===== src/rtl/escalonador_pkg.sv =====
// rtl/escalonador_pkg.sv - shared types, constants and BCD helper for escalonador_somador
package escalonador_pkg;

    typedef enum logic [1:0] {
        OCIOSO  = 2'd0,
        CALCULA = 2'd1,
        ENTREGA = 2'd2
    } estado_t;

    localparam logic REQ0     = 1'b0;
    localparam logic REQ1     = 1'b1;
    localparam int   BCD_BASE = 10;

    // Six unrolled compare-subtract steps cover any 6-bit sum (0..63) without a divider.
    function automatic logic [7:0] bcd_de_soma(input logic [5:0] v);
        logic [5:0] r_resto;
        logic [3:0] r_dez;
        r_resto = v;
        r_dez   = 4'd0;
        for (int i = 0; i < 6; i++) begin
            if (r_resto >= 6'(BCD_BASE)) begin
                r_resto = r_resto - 6'(BCD_BASE);
                r_dez   = r_dez + 4'd1;
            end
        end
        return {r_dez, r_resto[3:0]};
    endfunction

endpackage


===== src/rtl/somador_nibble.sv =====
// rtl/somador_nibble.sv - combinational LARGURA-bit ripple-carry adder
module somador_nibble #(
    parameter int LARGURA = 4
) (
    input  logic [LARGURA-1:0] a,
    input  logic [LARGURA-1:0] b,
    output logic [LARGURA-1:0] soma,
    output logic               cout
);

    logic [LARGURA:0] w_carry;

    assign w_carry[0] = 1'b0;

    for (genvar i = 0; i < LARGURA; i++) begin : g_fa
        assign soma[i]        = a[i] ^ b[i] ^ w_carry[i];
        assign w_carry[i + 1] = (a[i] & b[i]) | (w_carry[i] & (a[i] ^ b[i]));
    end

    assign cout = w_carry[LARGURA];

endmodule


===== src/rtl/escalonador_somador.sv =====
// rtl/escalonador_somador.sv - round-robin shared adder for two requesters (optional BCD digits: BCD_SAIDA_EN)
module escalonador_somador
    import escalonador_pkg::*;
#(
    parameter int LARGURA = 4
) (
    input  logic               clk,
    input  logic               rst,
    input  logic [1:0]         req,
    input  logic [LARGURA-1:0] op_a0,
    input  logic [LARGURA-1:0] op_b0,
    input  logic [LARGURA-1:0] op_a1,
    input  logic [LARGURA-1:0] op_b1,
    output logic [1:0]         gnt,
    output logic [1:0]         done,
    output logic [LARGURA-1:0] soma,
    output logic               cout,
    output logic               ocupado,
    output logic [3:0]         dig_dez,
    output logic [3:0]         dig_uni
);

    estado_t            r_estado;
    logic               r_prio;
    logic               r_w;
    logic [LARGURA-1:0] r_a;
    logic [LARGURA-1:0] r_b;
    logic [LARGURA-1:0] r_soma;
    logic               r_cout;
    logic [1:0]         r_gnt;
    logic [1:0]         r_done;

    logic               w_vencedor;
    logic [LARGURA-1:0] w_op_a;
    logic [LARGURA-1:0] w_op_b;
    logic [LARGURA-1:0] w_soma;
    logic               w_cout;

    // A lone requester always wins; on contention the priority pointer decides.
    always_comb begin
        w_vencedor = REQ0;
        if (req == 2'b11) begin
            w_vencedor = r_prio;
        end else if (req == 2'b10) begin
            w_vencedor = REQ1;
        end
    end

    assign w_op_a = (w_vencedor == REQ1) ? op_a1 : op_a0;
    assign w_op_b = (w_vencedor == REQ1) ? op_b1 : op_b0;

    somador_nibble #(.LARGURA(LARGURA)) u_somador (
        .a    (r_a),
        .b    (r_b),
        .soma (w_soma),
        .cout (w_cout)
    );

    always_ff @(posedge clk) begin
        if (rst) begin
            r_estado <= OCIOSO;
            r_prio   <= REQ0;
            r_w      <= REQ0;
            r_a      <= '0;
            r_b      <= '0;
            r_soma   <= '0;
            r_cout   <= 1'b0;
            r_gnt    <= 2'b00;
            r_done   <= 2'b00;
        end else begin
            case (r_estado)
                OCIOSO: begin
                    r_done <= 2'b00;
                    r_gnt  <= 2'b00;
                    if (req != 2'b00) begin
                        r_w      <= w_vencedor;
                        r_a      <= w_op_a;
                        r_b      <= w_op_b;
                        r_gnt    <= (w_vencedor == REQ1) ? 2'b10 : 2'b01;
                        r_prio   <= ~w_vencedor;
                        r_estado <= CALCULA;
                    end
                end
                CALCULA: begin
                    r_gnt    <= 2'b00;
                    r_soma   <= w_soma;
                    r_cout   <= w_cout;
                    r_done   <= (r_w == REQ1) ? 2'b10 : 2'b01;
                    r_estado <= ENTREGA;
                end
                ENTREGA: begin
                    r_done   <= 2'b00;
                    r_estado <= OCIOSO;
                end
                default: begin
                    r_gnt    <= 2'b00;
                    r_done   <= 2'b00;
                    r_estado <= OCIOSO;
                end
            endcase
        end
    end

    assign gnt     = r_gnt;
    assign done    = r_done;
    assign soma    = r_soma;
    assign cout    = r_cout;
    assign ocupado = (r_estado != OCIOSO);

`ifdef BCD_SAIDA_EN
    logic [3:0] r_dig_dez;
    logic [3:0] r_dig_uni;
    logic [7:0] w_bcd;

    assign w_bcd = bcd_de_soma(6'({w_cout, w_soma}));

    always_ff @(posedge clk) begin
        if (rst) begin
            r_dig_dez <= 4'd0;
            r_dig_uni <= 4'd0;
        end else if (r_estado == CALCULA) begin
            r_dig_dez <= w_bcd[7:4];
            r_dig_uni <= w_bcd[3:0];
        end
    end

    assign dig_dez = r_dig_dez;
    assign dig_uni = r_dig_uni;
`else
    assign dig_dez = 4'd0;
    assign dig_uni = 4'd0;
`endif

endmodule


===== config.mk =====
export PLATFORM = sky130hd
export DESIGN_NAME = escalonador_somador
export DESIGN_NICKNAME = d
export VERILOG_FILES = /design/src/rtl/escalonador_pkg.sv /design/src/rtl/somador_nibble.sv /design/src/rtl/escalonador_somador.sv
export SDC_FILE = /design/constraint.sdc
export NUM_CORES = 1
export LEC_CHECK = 0
export CAP_MARGIN = 20
export CORE_MARGIN = 2
export CORE_UTILIZATION = 39
export DETAILED_ROUTE_END_ITERATION = 10
export DONT_BUFFER_PORTS = 1
export HOLD_SLACK_MARGIN = 0.02
export PLACE_DENSITY = 0.63
export SLEW_MARGIN = 10
export SYNTH_ARGS = -nofsm -noshare
export SYNTH_HDL_FRONTEND = slang
export SYNTH_SLANG_ARGS = --single-unit

===== constraint.sdc =====
create_clock -name clk -period 2.94 [get_ports clk]
set_input_delay 0.588 -clock clk [delete_from_list [all_inputs] [get_ports clk]]
set_output_delay 0.588 -clock clk [all_outputs]
set_load 0.005 [all_outputs]

==> impl_metrics.py <==
metrics = {
    "placed_design": {
        "dp_hpwl_mm": 1.592,
        "placedCellCount": 140,
        "place.gp.congestion": 0.7830,
        "io_buffers": 0,
        "pre_cts_ws_ns": 1.084,
    },
    "clocking": {
        "cts-hold-fix-buffers": 0,
        "cts_buffers": 3,
        "cts_resized": 0,
        "cts_setup_buffers": 0,
        "cts_root_buf": "clkbuf_4",
        "cts_max_level": 1,
        "clock_latency_ns": 0.30,
        "clockBufferDepth": 2,
        "clk_pin_slew_worst_paths_ns": 0.11,
        "cts.sinks": 21,
        "tritoncts": "built",
    },
    "timing": {
        "hold_violations": 0,
        "finalSetupViolations": 0,
        "finalClockSkew_ns": 0.004623,
        "clock.fmax_ghz": 0.5347,
        "rsz0062_at_grt": "false",
        "fin_ws_ns": 1.070,
        "slew_violations": 0,
        "setup_tns_ns": 0,
        "fin_crit_sh": 0.6361,
        "period_minus_slack_ns": 1.870,
    },
    "worst_setup_path": {
        "startpoint_type": "flip-flop",
        "crit_family": "adder cells",
        "slowest_stage": "fa_1",
        "crit_chain": "ha_1 -> inv_1 -> fa_1 -> inv_1 -> fa_1 -> inv_1 -> fa_1 -> a211oi_2",
        "cp_data_required_time_ns": 3.17,
        "critical_path.max_stage_delay_ns": 0.42,
        "crit_fanout": 2,
        "end_kind": "flip-flop",
        "path_class": "flip-flop to flip-flop",
        "critPathArrivalTime_ns": 2.10,
        "cp.buffers_inverters": 3,
    },
    "floorplan": {
        "start_util": 0.4050,
        "core_um2": 2734,
        "rows": 19,
        "die_x_um": 57.29,
        "io_pins": 38,
        "die-area_um2": 3282,
        "die_h_um": 57.29,
    },
    "min_path": {
        "hp-class": "input port to flip-flop",
    },
    "detailed_routing": {
        "routed_wl_mm": 2.073,
        "dr.pass1.iters": 4,
        "wl_per_cell_um": 14.40,
        "drtIter0Drc": 9,
        "detailroute.via_count": 785,
        "postRouteAntennaNets": 0,
        "vias_per_cell": 5.451,
        "drc": 0,
    },
    "global_route": {
        "antenna_found_initial": 0,
        "grt.overflow.total": 0,
        "grt_pass1_wl_mm": 3.450,
        "grt_pass1_vias": 797,
        "grt_usage": 0.1339,
        "grt_max_degree": 21,
    },
    "logic_synthesis": {
        "synth_edf_count": 0,
        "synth.most_common_cell": "dfxtp_1",
        "yosys-top-cells-area": "dfxtp_1 (38%), buf_4 (6.8%), fa_1 (5.4%), a21oi_1 (3.6%), a211oi_2 (3.4%)",
        "ys_seq_area_frac": 0.3797,
        "synth_seq_cells": 21,
        "syn_area_per_cell_um2": 9.384,
        "synthesis.area_um2": 1107,
        "yosysTopAreaCell": "dfxtp_1",
        "netlist.area_leader.share": 0.3797,
        "synth-main-ff-cell": "dfxtp_1",
        "synthCells": 118,
        "async_flop_share": 0,
        "yosys_warnings": 0,
        "synth_common_cells": "dfxtp_1 (21), buf_4 (10), a21oi_1 (8), inv_1 (7), o21ai_0 (7)",
        "synthDistinctLibCells": 36,
    },
    "cells_and_area": {
        "final_nets": 138,
        "num_antenna_cells": 0,
        "fillCellCount": 261,
        "area_growth_pct": -2.825,
        "drive_gt1_frac": 0.1770,
        "stdcell_count": 144,
    },
    "outcome": {
        "outcome": "finished, final reports clean",
    },
    "power": {
        "leakagePower_uw": 0.0003730,
        "peakVddDrop_mv": 0.2252,
        "pwr_density_cell_nw_per_um2": 535.3,
    },
    "job": {
        "cap_violations": 0,
    },
}
## through the flow
stage | hold WS, ns | utilization | power [uW] | area (um^2)
detailed placement | 0.4413 | 0.3840 | 447.2 | 1050
global route | 0.3276 | 0.3936 | 607.1 | 1076
floorplan | 0.4125 | - | 449.7 | 1134
CTS | 0.3332 | 0.3936 | 579.7 | 1076
finish | 0.3360 | 0.3936 | 576.0 | 1076
global placement | 0.4368 | 0.3840 | 444.7 | 1050
## layer usage
metal,part of all wire,vias up,track usage
met1,0.45,374,0.1657
met4,0.011,0,0.05980
met2,0.49,17,0.2250
met3,0.042,2,0.02721
met5,0,-,0
li1,-,392,-
## state kept, by name (all words and copies together) (netlist names)
name and cells:
r_a 4, r_b 4, soma 4, done 2, gnt 2, r_estado 2, cout 1, r_prio 1
r_w 1
## final timing paths
| check | end | slack [ns] | from | cells after the start |
|---|---|---|---|---|
| min | soma[3] | 0.34 | rst | 1 |
| min reg2reg | done[0] | 0.45 | r_w | 1 |
| max reg2reg | soma[3] | 1.07 | r_a[0] | 8 |
| max | soma[3] | 1.07 | r_a[0] | 8 |
## cell type report
class	instances	area [um^2]	share of cell area
Tap cell	31	38.79	0.03605
Clock buffer	4	26.28	0.02442
Multi-Input combinational cell	79	554.3	0.5151
Inverter	9	36.28	0.03372
Sequential cell	21	420.4	0.3907
## cell families (layout without fill, tap and decap cells)
family / after synthesis / count (layout) / synth area share
AO/OA/AOI/OAI: 36 / 36 / 0.2362
adder cells (fa/ha/maj): 4 / 4 / 0.06554
AND/OR/NAND/NOR: 31 / 31 / 0.1718
buffers and inverters: 25 / 13 / 0.1435
flip-flops: 21 / 21 / 0.3797
other: 1 / 8 / 0.003387
## worst reg2reg max path: stages, from the launching register on
cell and delay, ns:
dfxtp_1 0.34, ha_1 0.19, inv_1 0.06, fa_1 0.15, inv_1 0.05, fa_1 0.35, inv_1 0.07, fa_1 0.42
a211oi_2 0.17
## where the power goes
group	total [uW]	internal [uW]	switching, uW	leakage (uW)
Sequential	331	311	20.5	0.000173
Clock	136	52.8	83.6	0.0000150
Combinational	108	43.4	65.0	0.000185
Total	576	407	169	0.000373
## cells in the final DEF (no fill, tap or decap), types with 2 or more instances in the layout
master | synthesis | layout
a21oi_1 | 8 | 8
nand2b_1 | 2 | 2
fa_1 | 3 | 3
a311oi_2 | 2 | 2
nand2_1 | 5 | 5
inv_1 | 7 | 7
conb_1 | 1 | 8
nor3_1 | 2 | 2
a21oi_2 | 2 | 2
nand3_1 | 6 | 6
clkbuf_4 | 0 | 3
a311oi_1 | 3 | 3
o21ai_1 | 3 | 3
nor2_4 | 2 | 2
o21ai_0 | 7 | 7
nor2_2 | 4 | 4
a211oi_2 | 3 | 3
o2111ai_1 | 3 | 3
dfxtp_1 | 21 | 21
a31oi_1 | 3 | 3
nand4_1 | 3 | 3
No activity file was read; power rests on OpenSTA's default activity.
